**src/rtl/baccarat_pkg.sv**
```systemverilog
// baccarat_pkg
//   Types and constants shared by the multi-hand card datapath:
//   the 4-bit rank type (ACE=1 .. KING=13), the deal FSM state enum,
//   deck geometry constants and the baccarat point value of a rank.
package baccarat_pkg;

    localparam int NUM_RANKS      = 13;
    localparam int CARDS_PER_DECK = 52;

    typedef logic [3:0] rank_t;

    localparam rank_t ACE  = 4'd1;
    localparam rank_t KING = 4'd13;

    typedef enum logic [1:0] {
        IDLE,
        PICK,
        SCAN,
        WRITE
    } state_t;

    // Face cards and tens count as zero; everything else counts its pips.
    function automatic logic [3:0] card_value(input rank_t r);
        return (r <= 4'd9) ? r : 4'd0;
    endfunction

endpackage

```
**src/rtl/multi_hand_datapath_shoe_lfsr.sv**
```systemverilog
// shoe_lfsr
//   Free-running 16-bit Fibonacci LFSR (taps 16,14,13,11) that supplies a
//   pseudo-random candidate rank in 1..13 for the deal datapath.
// Ports:
//   clk_i   - clock, rising edge
//   rst_i   - asynchronous active-high reset, loads SEED
//   rank_o  - (lfsr mod 13) + 1, combinational from the current register
module shoe_lfsr
    import baccarat_pkg::*;
#(
    parameter logic [15:0] SEED = 16'hACE1
) (
    input  logic       clk_i,
    input  logic       rst_i,
    output logic [3:0] rank_o
);

    logic [15:0] lfsr_q;
    logic [15:0] lfsr_d;

    // Shift left, feeding back the XOR of bits 16,14,13,11 (1-based).
    always_comb begin
        lfsr_d = {lfsr_q[14:0], lfsr_q[15] ^ lfsr_q[13] ^ lfsr_q[12] ^ lfsr_q[10]};
    end

    // The register never stops; the FSM just samples it when it needs a rank.
    always_ff @(posedge clk_i or posedge rst_i) begin
        if (rst_i) begin
            lfsr_q <= SEED;
        end else begin
            lfsr_q <= lfsr_d;
        end
    end

    assign rank_o = 4'(lfsr_q % 16'(NUM_RANKS)) + 4'd1;

endmodule

```
**src/rtl/multi_hand_datapath.sv**
```systemverilog
// multi_hand_datapath
//   Holds NUM_HANDS hands of up to MAX_CARDS cards and deals from a finite
//   shoe of NUM_DECKS decks through a request/acknowledge handshake. Keeps a
//   running baccarat score and a natural flag for every hand.
// Ports:
//   slow_clock   - sole clock, rising edge
//   resetb       - asynchronous active-high reset
//   deal_req     - request one card (IDLE only), with deal_hand/force_en/force_rank
//   shuffle      - refill the shoe and clear all hands (IDLE only, top priority)
//   clear_hands  - clear all hands, shoe untouched (IDLE only)
//   busy         - state is not IDLE
//   deal_ack     - one-cycle pulse, card dealt
//   deal_nack    - one-cycle pulse, request refused
//   card_out     - rank of the last dealt card, held until the next ack
//   shoe_left    - cards remaining in the shoe
//   hand_cards   - packed slots, hand h slot s at [(h*MAX_CARDS+s)*4 +: 4]
//   hand_count   - packed per-hand card counts
//   hand_score   - packed per-hand scores 0..9
//   natural      - per hand: two cards scoring 8 or 9
module multi_hand_datapath
    import baccarat_pkg::*;
#(
    parameter int          NUM_HANDS = 2,
    parameter int          MAX_CARDS = 3,
    parameter int          NUM_DECKS = 1,
    parameter logic [15:0] LFSR_SEED = 16'hACE1,
    localparam int         HW = (NUM_HANDS > 1) ? $clog2(NUM_HANDS) : 1,
    localparam int         SW = $clog2(CARDS_PER_DECK * NUM_DECKS + 1),
    localparam int         CW = $clog2(MAX_CARDS + 1)
) (
    input  logic                             slow_clock,
    input  logic                             resetb,
    input  logic                             deal_req,
    input  logic [HW-1:0]                    deal_hand,
    input  logic                             force_en,
    input  logic [3:0]                       force_rank,
    input  logic                             shuffle,
    input  logic                             clear_hands,
    output logic                             busy,
    output logic                             deal_ack,
    output logic                             deal_nack,
    output logic [3:0]                       card_out,
    output logic [SW-1:0]                    shoe_left,
    output logic [NUM_HANDS*MAX_CARDS*4-1:0] hand_cards,
    output logic [NUM_HANDS*CW-1:0]          hand_count,
    output logic [NUM_HANDS*4-1:0]           hand_score,
    output logic [NUM_HANDS-1:0]             natural
);

    localparam int RW = $clog2(4 * NUM_DECKS + 1);
    localparam logic [RW-1:0] FULL_RANK = RW'(4 * NUM_DECKS);
    localparam logic [SW-1:0] FULL_SHOE = SW'(CARDS_PER_DECK * NUM_DECKS);

    state_t        state_q, state_d;
    logic [HW-1:0] hand_q, hand_d;
    logic          forceEn_q, forceEn_d;
    rank_t         forceRank_q, forceRank_d;
    rank_t         cand_q, cand_d;
    logic [RW-1:0] rankCnt_q [NUM_RANKS];
    logic [RW-1:0] rankCnt_d [NUM_RANKS];
    logic [SW-1:0] shoe_q, shoe_d;
    rank_t         slot_q [NUM_HANDS][MAX_CARDS];
    rank_t         slot_d [NUM_HANDS][MAX_CARDS];
    logic [CW-1:0] cnt_q [NUM_HANDS];
    logic [CW-1:0] cnt_d [NUM_HANDS];
    logic [3:0]    score_q [NUM_HANDS];
    logic [3:0]    score_d [NUM_HANDS];
    rank_t         card_q, card_d;
    logic          busy_q;
    logic          ack_q, ack_d;
    logic          nack_q, nack_d;

    rank_t         lfsrRank;
    logic          rejectReq;
    logic [3:0]    rankIdx;
    logic [4:0]    scoreSum;

    shoe_lfsr #(
        .SEED(LFSR_SEED)
    ) u_lfsr (
        .clk_i (slow_clock),
        .rst_i (resetb),
        .rank_o(lfsrRank)
    );

    // Next-state logic for the deal FSM and every piece of datapath state.
    // A deal commits on the SCAN hit edge so that the WRITE cycle already
    // shows the new card together with the ack pulse.
    always_comb begin
        state_d     = state_q;
        hand_d      = hand_q;
        forceEn_d   = forceEn_q;
        forceRank_d = forceRank_q;
        cand_d      = cand_q;
        rankCnt_d   = rankCnt_q;
        shoe_d      = shoe_q;
        slot_d      = slot_q;
        cnt_d       = cnt_q;
        score_d     = score_q;
        card_d      = card_q;
        ack_d       = 1'b0;
        nack_d      = 1'b0;
        rankIdx     = cand_q - 4'd1;
        scoreSum    = '0;
        rejectReq   = (int'(deal_hand) >= NUM_HANDS) ||
                      (cnt_q[deal_hand] == CW'(MAX_CARDS)) ||
                      (shoe_q == '0);

        case (state_q)
            IDLE: begin
                if (shuffle || clear_hands) begin
                    for (int h = 0; h < NUM_HANDS; h++) begin
                        for (int s = 0; s < MAX_CARDS; s++) begin
                            slot_d[h][s] = '0;
                        end
                        cnt_d[h]   = '0;
                        score_d[h] = '0;
                    end
                    if (shuffle) begin
                        for (int r = 0; r < NUM_RANKS; r++) begin
                            rankCnt_d[r] = FULL_RANK;
                        end
                        shoe_d = FULL_SHOE;
                    end
                end else if (deal_req) begin
                    if (rejectReq) begin
                        nack_d = 1'b1;
                    end else begin
                        hand_d      = deal_hand;
                        forceEn_d   = force_en;
                        forceRank_d = force_rank;
                        state_d     = PICK;
                    end
                end
            end
            PICK: begin
                if (forceEn_q) begin
                    cand_d = ((forceRank_q == 4'd0) || (forceRank_q > KING)) ? ACE : forceRank_q;
                end else begin
                    cand_d = lfsrRank;
                end
                state_d = SCAN;
            end
            SCAN: begin
                if (rankCnt_q[rankIdx] != '0) begin
                    rankCnt_d[rankIdx]         = rankCnt_q[rankIdx] - RW'(1);
                    shoe_d                     = shoe_q - SW'(1);
                    slot_d[hand_q][cnt_q[hand_q]] = cand_q;
                    cnt_d[hand_q]              = cnt_q[hand_q] + CW'(1);
                    scoreSum                   = {1'b0, score_q[hand_q]} + {1'b0, card_value(cand_q)};
                    score_d[hand_q]            = (scoreSum >= 5'd10) ? 4'(scoreSum - 5'd10) : scoreSum[3:0];
                    card_d                     = cand_q;
                    ack_d                      = 1'b1;
                    state_d                    = WRITE;
                end else begin
                    cand_d = (cand_q == KING) ? ACE : cand_q + 4'd1;
                end
            end
            WRITE: begin
                state_d = IDLE;
            end
            default: begin
                state_d = IDLE;
            end
        endcase
    end

    // State register; reset refills the shoe and empties every hand at once.
    always_ff @(posedge slow_clock or posedge resetb) begin
        if (resetb) begin
            state_q     <= IDLE;
            hand_q      <= '0;
            forceEn_q   <= 1'b0;
            forceRank_q <= '0;
            cand_q      <= ACE;
            for (int r = 0; r < NUM_RANKS; r++) begin
                rankCnt_q[r] <= FULL_RANK;
            end
            shoe_q <= FULL_SHOE;
            for (int h = 0; h < NUM_HANDS; h++) begin
                for (int s = 0; s < MAX_CARDS; s++) begin
                    slot_q[h][s] <= '0;
                end
                cnt_q[h]   <= '0;
                score_q[h] <= '0;
            end
            card_q <= '0;
            busy_q <= 1'b0;
            ack_q  <= 1'b0;
            nack_q <= 1'b0;
        end else begin
            state_q     <= state_d;
            hand_q      <= hand_d;
            forceEn_q   <= forceEn_d;
            forceRank_q <= forceRank_d;
            cand_q      <= cand_d;
            rankCnt_q   <= rankCnt_d;
            shoe_q      <= shoe_d;
            slot_q      <= slot_d;
            cnt_q       <= cnt_d;
            score_q     <= score_d;
            card_q      <= card_d;
            busy_q      <= (state_d != IDLE);
            ack_q       <= ack_d;
            nack_q      <= nack_d;
        end
    end

    // Flatten the per-hand registers onto the output buses.
    always_comb begin
        hand_cards = '0;
        hand_count = '0;
        hand_score = '0;
        natural    = '0;
        for (int h = 0; h < NUM_HANDS; h++) begin
            for (int s = 0; s < MAX_CARDS; s++) begin
                hand_cards[(h*MAX_CARDS+s)*4 +: 4] = slot_q[h][s];
            end
            hand_count[h*CW +: CW] = cnt_q[h];
            hand_score[h*4 +: 4]   = score_q[h];
            natural[h]             = (cnt_q[h] == CW'(2)) && (score_q[h] >= 4'd8);
        end
    end

    assign busy      = busy_q;
    assign deal_ack  = ack_q;
    assign deal_nack = nack_q;
    assign card_out  = card_q;
    assign shoe_left = shoe_q;

endmodule

```
**config.mk**
```make
export PLATFORM = sky130hd
export DESIGN_NAME = multi_hand_datapath
export DESIGN_NICKNAME = d
export VERILOG_FILES = /design/src/rtl/baccarat_pkg.sv /design/src/rtl/multi_hand_datapath_shoe_lfsr.sv /design/src/rtl/multi_hand_datapath.sv
export SDC_FILE = /design/constraint.sdc
export NUM_CORES = 1
export LEC_CHECK = 0
export BUFFER_PORTS_ARGS = -buffer_cell sky130_fd_sc_hd__buf_2
export CAP_MARGIN = 20
export CORE_ASPECT_RATIO = 1.25
export CORE_MARGIN = 1
export CORE_UTILIZATION = 56
export CTS_CLUSTER_DIAMETER = 40
export DETAILED_ROUTE_END_ITERATION = 12
export PLACE_DENSITY_LB_ADDON = 0.1
export SLEW_MARGIN = 5
export SYNTH_ARGS = -nofsm -noshare
export SYNTH_HDL_FRONTEND = slang
export SYNTH_SLANG_ARGS = --single-unit
```
**constraint.sdc**
```tcl
create_clock -name slow_clock -period 8.97 [get_ports slow_clock]
set_input_delay 2.2425 -clock slow_clock [delete_from_list [all_inputs] [get_ports slow_clock]]
set_output_delay 2.2425 -clock slow_clock [all_outputs]
set_load 0.05 [all_outputs]
```
# Word-level counts from Yosys, hierarchy flattened
# Index checks and enable logic that the tools add are counted.
# totals
regBits	116
word_cells	156
# classes
addsub	8
div	1
order_cmp	12
n_eq_ne	11
muxes	61
n_bitwise	9
reduce_logical	20
# op_table
operator	n
$mux W39	3
$pmux W39 S2	1
$mux W4	13
$mux W24	2
$pmux W24 S2	1
$bwmux W39	1
$bwmux W24	1
$mux W2	11
$mux W6	3
$mod A16 B4 Y16 const B	1
$mux W8	2
$pmux W4 S2	2
$pmux W8 S2	1
$bmux W3 S4	1
$demux W12 S1	1
$demux W3 S4	1
$mux W12	1
$pmux W6 S2	1
$eq A2 B2 Y1 const B	5
$mux W3	3
$add A4 B1 Y4 const B	2
$bwmux W8	1
$demux W4 S2	1
$ge A4 B4 Y1 const B	2
other kinds (38)	61

# Longest topological paths before layout
# logic_depth
word_depth	14
depth_mapped	42
ltp_nobuf	36

# Modules after synthesis
# From an unflattened synthesis, not the netlist that was laid out.
# hier_totals
hier_cells	1072
area_unflattened_um2	9600.5
# modules_own_cells
module	instances	cells_each	area_each_um2
multi_hand_datapath	1	536	5640.4
shoe_lfsr	1	536	3960.0

# Least setup slack after synthesis
# No wires, ideal clock.
# synth_timing
kind	reg2reg
from	register u_lfsr.lfsr_q[15]
to	register cand_q[1]
arrival_time_ns	7.853
setup_slack_ns	0.975
path_stages_with_launch	39
path_buffers	3
synth_period_minus_slack_ns	7.995
path_cell_list	dfstp_2 > buf_2 > inv_2 > a211o_1 > and2_1 > buf_2 > or4_4 > a31oi_4 > nor3_1 > or2_0 > clkbuf_1 > maj3_2 > a2bb2oi_2 > mux2_2 > and2_1 > o21ai_0 > nand2_1 > or4_1 > [... 3 more ...] > nand3_1 > nand3_1 > inv_1 > ha_1 > o31ai_1 > o221a_2 > xnor2_1 > inv_1 > ha_1 > nand2b_1 > a31oi_4 > xnor2_1 > ha_1 > nor2b_1 > a31oi_1 > o22ai_1 > nor2_1 > a21oi_1
# synth_via
elab_chain_cells	4
# synth_lines
item	line_no	text
start, declared	multi_hand_datapath_shoe_lfsr.sv:18	logic [15:0] lfsr_q;
start signal, assigned	multi_hand_datapath_shoe_lfsr.sv:31	lfsr_q <= lfsr_d;
$mod A16 B4 Y16	multi_hand_datapath_shoe_lfsr.sv:35	assign rank_o = 4'(lfsr_q % 16'(NUM_RANKS)) + 4'd1;
$add A4 B1 Y4	multi_hand_datapath_shoe_lfsr.sv:35	
$mux W4	multi_hand_datapath.sv:137	if (forceEn_q) begin
$pmux W4 S2	multi_hand_datapath.sv:109	case (state_q)
end signal, assigned	multi_hand_datapath.sv:196	cand_q <= cand_d;
end, declared	multi_hand_datapath.sv:58	rank_t cand_q, cand_d;
# No other way between the ends.
# A chain may end at the register's enable or synchronous reset.

# Final worst setup path
# layout_timing
from	register u_lfsr.lfsr_q[11]
to	register cand_q[1]
# Same word-level chain as after synthesis.

==> reports/qor.txt <==
first-pass GRT wire length -> 40.7 mm
Die W -> 117 um
DR pass1 iterations -> 7
Ys Warns -> 0
Post-Syn Area -> 0.00927 mm^2
P&R area growth vs syn -> 14.8%
GRT overflow -> 0
largest net degree at the start of global routing -> 65
via count -> 8855
fin. max-slew vios -> 0
worst-case clock skew -> 0.0110 ns
vias in the first global route -> 8324
initial antenna violation count -> 0
predominant post-synthesis flop cell -> dfrtp_1
CP required -> 9.24 ns
Fillers -> 1361
Diodes inserted -> 0
Place WS -> 0.196 ns
Final min period -> 8.73 ns
CTS clock-pin slew for the worst setup and hold paths -> 0.06 ns
Yosys cell types -> 106
Hold Crit Class -> reg2reg
Max Freq -> 115 MHz
PortBufs -> 61
PwrDens -> 273 mW/mm^2
VDD IR-drop max -> 0.275 mV
H-tree depth -> 4
Die Span Y -> 146 um
post-synthesis register bit count -> 116
WL per Instance -> 18.0 um
antenna viol nets, final -> 0
status -> finished clean
# IOs -> 62
Critical Path Start -> u_lfsr.lfsr_q[11]
max_cap viols -> 0
Syn Nets -> 1154
core area -> 0.0162 mm^2
Worst Tran Pin Value -> 0.816 ns
Initial DRC Count -> 646
Worst setup SP type -> register
Hold Crit Start -> u_lfsr.lfsr_q[5]
CP top delay family -> compound AO/OA/AOI/OAI gates
Crit-path slowest cell -> dfstp_4
Avg Inst Size Synth -> 8.32 um^2
CP most frequent cell -> ha_1
clk sinks -> 116
slowest stage delay, CP -> 0.67 ns
Total GRT Usage -> 0.300
Placed Cells incl. Taps -> 1356
die area -> 0.0171 mm^2
Non-Filler Instances -> 1401
CP Max Fanout -> 12
Setup violations, final -> 0
CTS root buf -> clkbuf_16
RR Startpoint -> u_lfsr.lfsr_q[11]
CTS tree -> yes
clock buffer count from CTS -> 17
Leak -> 4.41 nW
Critical Path AT -> 9.00 ns
Final Total Pwr -> 0.00290 W
Post-synth EDFFs -> 0
post-DR vias/cell -> 6.32
routability cong. -> 0.934
DP HPWL -> 17.3 mm
number of hold buffers added after cts -> 0
share of layout cells above drive strength 1 -> 0.225
DRC errors left -> 0
WP buf/inv -> 2
Seq/Total Area, Yosys -> 0.316
CTS Buffer Depth -> 2
Initial Util -> 0.572
CP Capture Type -> register
Async SR Flop Fraction -> 1.00
final worst slack -> 0.239 ns
# rows -> 52
relative slew slack -> 0.456
nets -> 1211
Routed WL -> 25.3 mm
CP Class -> reg2reg
Final Cycle Share -> 0.973
Hold Violations, Final -> 0
Syn Inst Count -> 1115
Clock Latency Late Sink -> 0.42 ns
==> report_power, final <==
part	total, W	switching (W)	internal (W)	leakage (nW)
clock network	0.000739	0.000262	0.000477	0.306
registers	0.000821	0.000134	0.000686	1.49
logic	0.00135	0.000901	0.000444	2.61
total	0.00290	0.00130	0.00161	4.41
==> worst paths after layout <==
kind / end / slack [ns] / depth (start not counted)
worst max-delay path: cand_q[1] / 0.24 / 35
worst min-delay path: u_lfsr.lfsr_q[6] / 0.44 / 0
worst max register to register: cand_q[1] / 0.24 / 35
worst min register to register: u_lfsr.lfsr_q[6] / 0.44 / 0
max in group asynchronous: forceRank_q[2] / 5.79 / 3
min in group asynchronous: hand_cards[13] / 1.92 / 2
==> synthesized netlist by cell type, types with 6 or more instances <==
library cell,n,area (um^2)
a211o_1,6,52.6
nand2b_1,23,144
xnor2_1,17,149
mux4_2,12,270
mux2_2,25,282
ha_1,27,338
o22ai_1,20,125
nand3_1,36,180
nor2_1,72,270
o211ai_1,10,75.1
nor3_1,29,145
mux2i_1,13,130
nand2_1,177,664
a31oi_1,19,119
nor2b_1,12,75.1
buf_2,20,100
o211a_1,6,60.1
dfstp_2,25,657
or3_1,11,68.8
a21o_1,9,67.6
a21oi_1,51,255
o21ai_1,6,30.0
inv_1,44,165
clkbuf_1,32,120
buf_4,9,67.6
and2_1,11,68.8
o221ai_1,11,96.3
a211oi_1,18,135
dfrtp_1,91,2280
o21ai_0,89,445
nand4_1,7,43.8
and3_1,18,113
or2_2,7,43.8
xor2_1,6,52.6
==> routing by layer <==
metal	part of all wire	wire, um	GRT usage	up-vias
li1	-	-	-	4235
met1	0.42	10600	0.383	4195
met2	0.49	12500	0.495	347
met3	0.054	1360	0.0466	78
met4	0.034	853	0.137	0
met5	0	0	0	-
==> kinds of logic after synthesis <==
logic type      synth area share
buf+inv                   0.0545
simple gates               0.230
flops                      0.316
fa+ha+maj                 0.0398
compound gates             0.260
mux                       0.0772
xor+xnor                  0.0217
==> metrics by stage <==
step / cell area (um^2) / hold WS, ns / utilization / setup TNS (ns)
6_report: 10600 / 0.444 / 0.657 / 0
4_1_cts: 10400 / 0.435 / 0.641 / 0
3_5_place_dp: 9740 / 0.424 / 0.601 / 0
3_3_place_gp: 9740 / 0.426 / 0.601 / 0
5_1_grt: 10600 / 0.459 / 0.657 / -0.147
2_1_floorplan: 9270 / 0.352 / - / 0
==> registers in the layout, summed over array words and instances (netlist names) <==
signal and flops:
hand_q 1, hand_score 8, shoe_left 6, card_out 4
hand_cards 24, deal_nack 1, busy 1, rankCnt_q 39
forceEn_q 1, cand_q 4, hand_count 4, forceRank_q 4
deal_ack 1, u_lfsr.lfsr_q 16, state_q 2
==> final cells by class <==
type,instances,area [um^2],area share
flip-flops and latches,116,2940,0.276
clock inverters,13,196,0.0184
clock buffers,19,443,0.0416
repair buffers,103,621,0.0583
inverters,48,183,0.0172
multi-input cells,886,5990,0.563
well taps,216,270,0.0254
==> cells in the final DEF (no fill, tap or decap), types with 6 or more instances in the layout <==
master / n
buf_4: 40
nor2_1: 69
mux4_2: 12
inv_1: 43
o21ai_0: 88
a211o_1: 6
and2_1: 10
xnor2_1: 16
a21o_1: 8
a31oi_1: 18
buf_2: 61
or2_2: 7
dfrtp_1: 89
nor3_1: 25
o22ai_1: 20
clkbuf_16: 17
a21oi_1: 49
o221ai_1: 11
and3_1: 18
nand2b_1: 23
nand4_1: 7
o211a_1: 6
dfstp_2: 23
mux2_2: 25
a211oi_1: 18
ha_1: 27
nand3_1: 32
o211ai_1: 10
or3_1: 11
nor2b_1: 12
o21ai_1: 6
mux2i_1: 13
nand2_1: 176
==> timing repair <==
item / in CTS / in global routing
setup buffers: 0 / 13
endpoints found under the setup margin: 0 / 4
resized for setup: 0 / 37
Power figures use the tool's default switching activity.
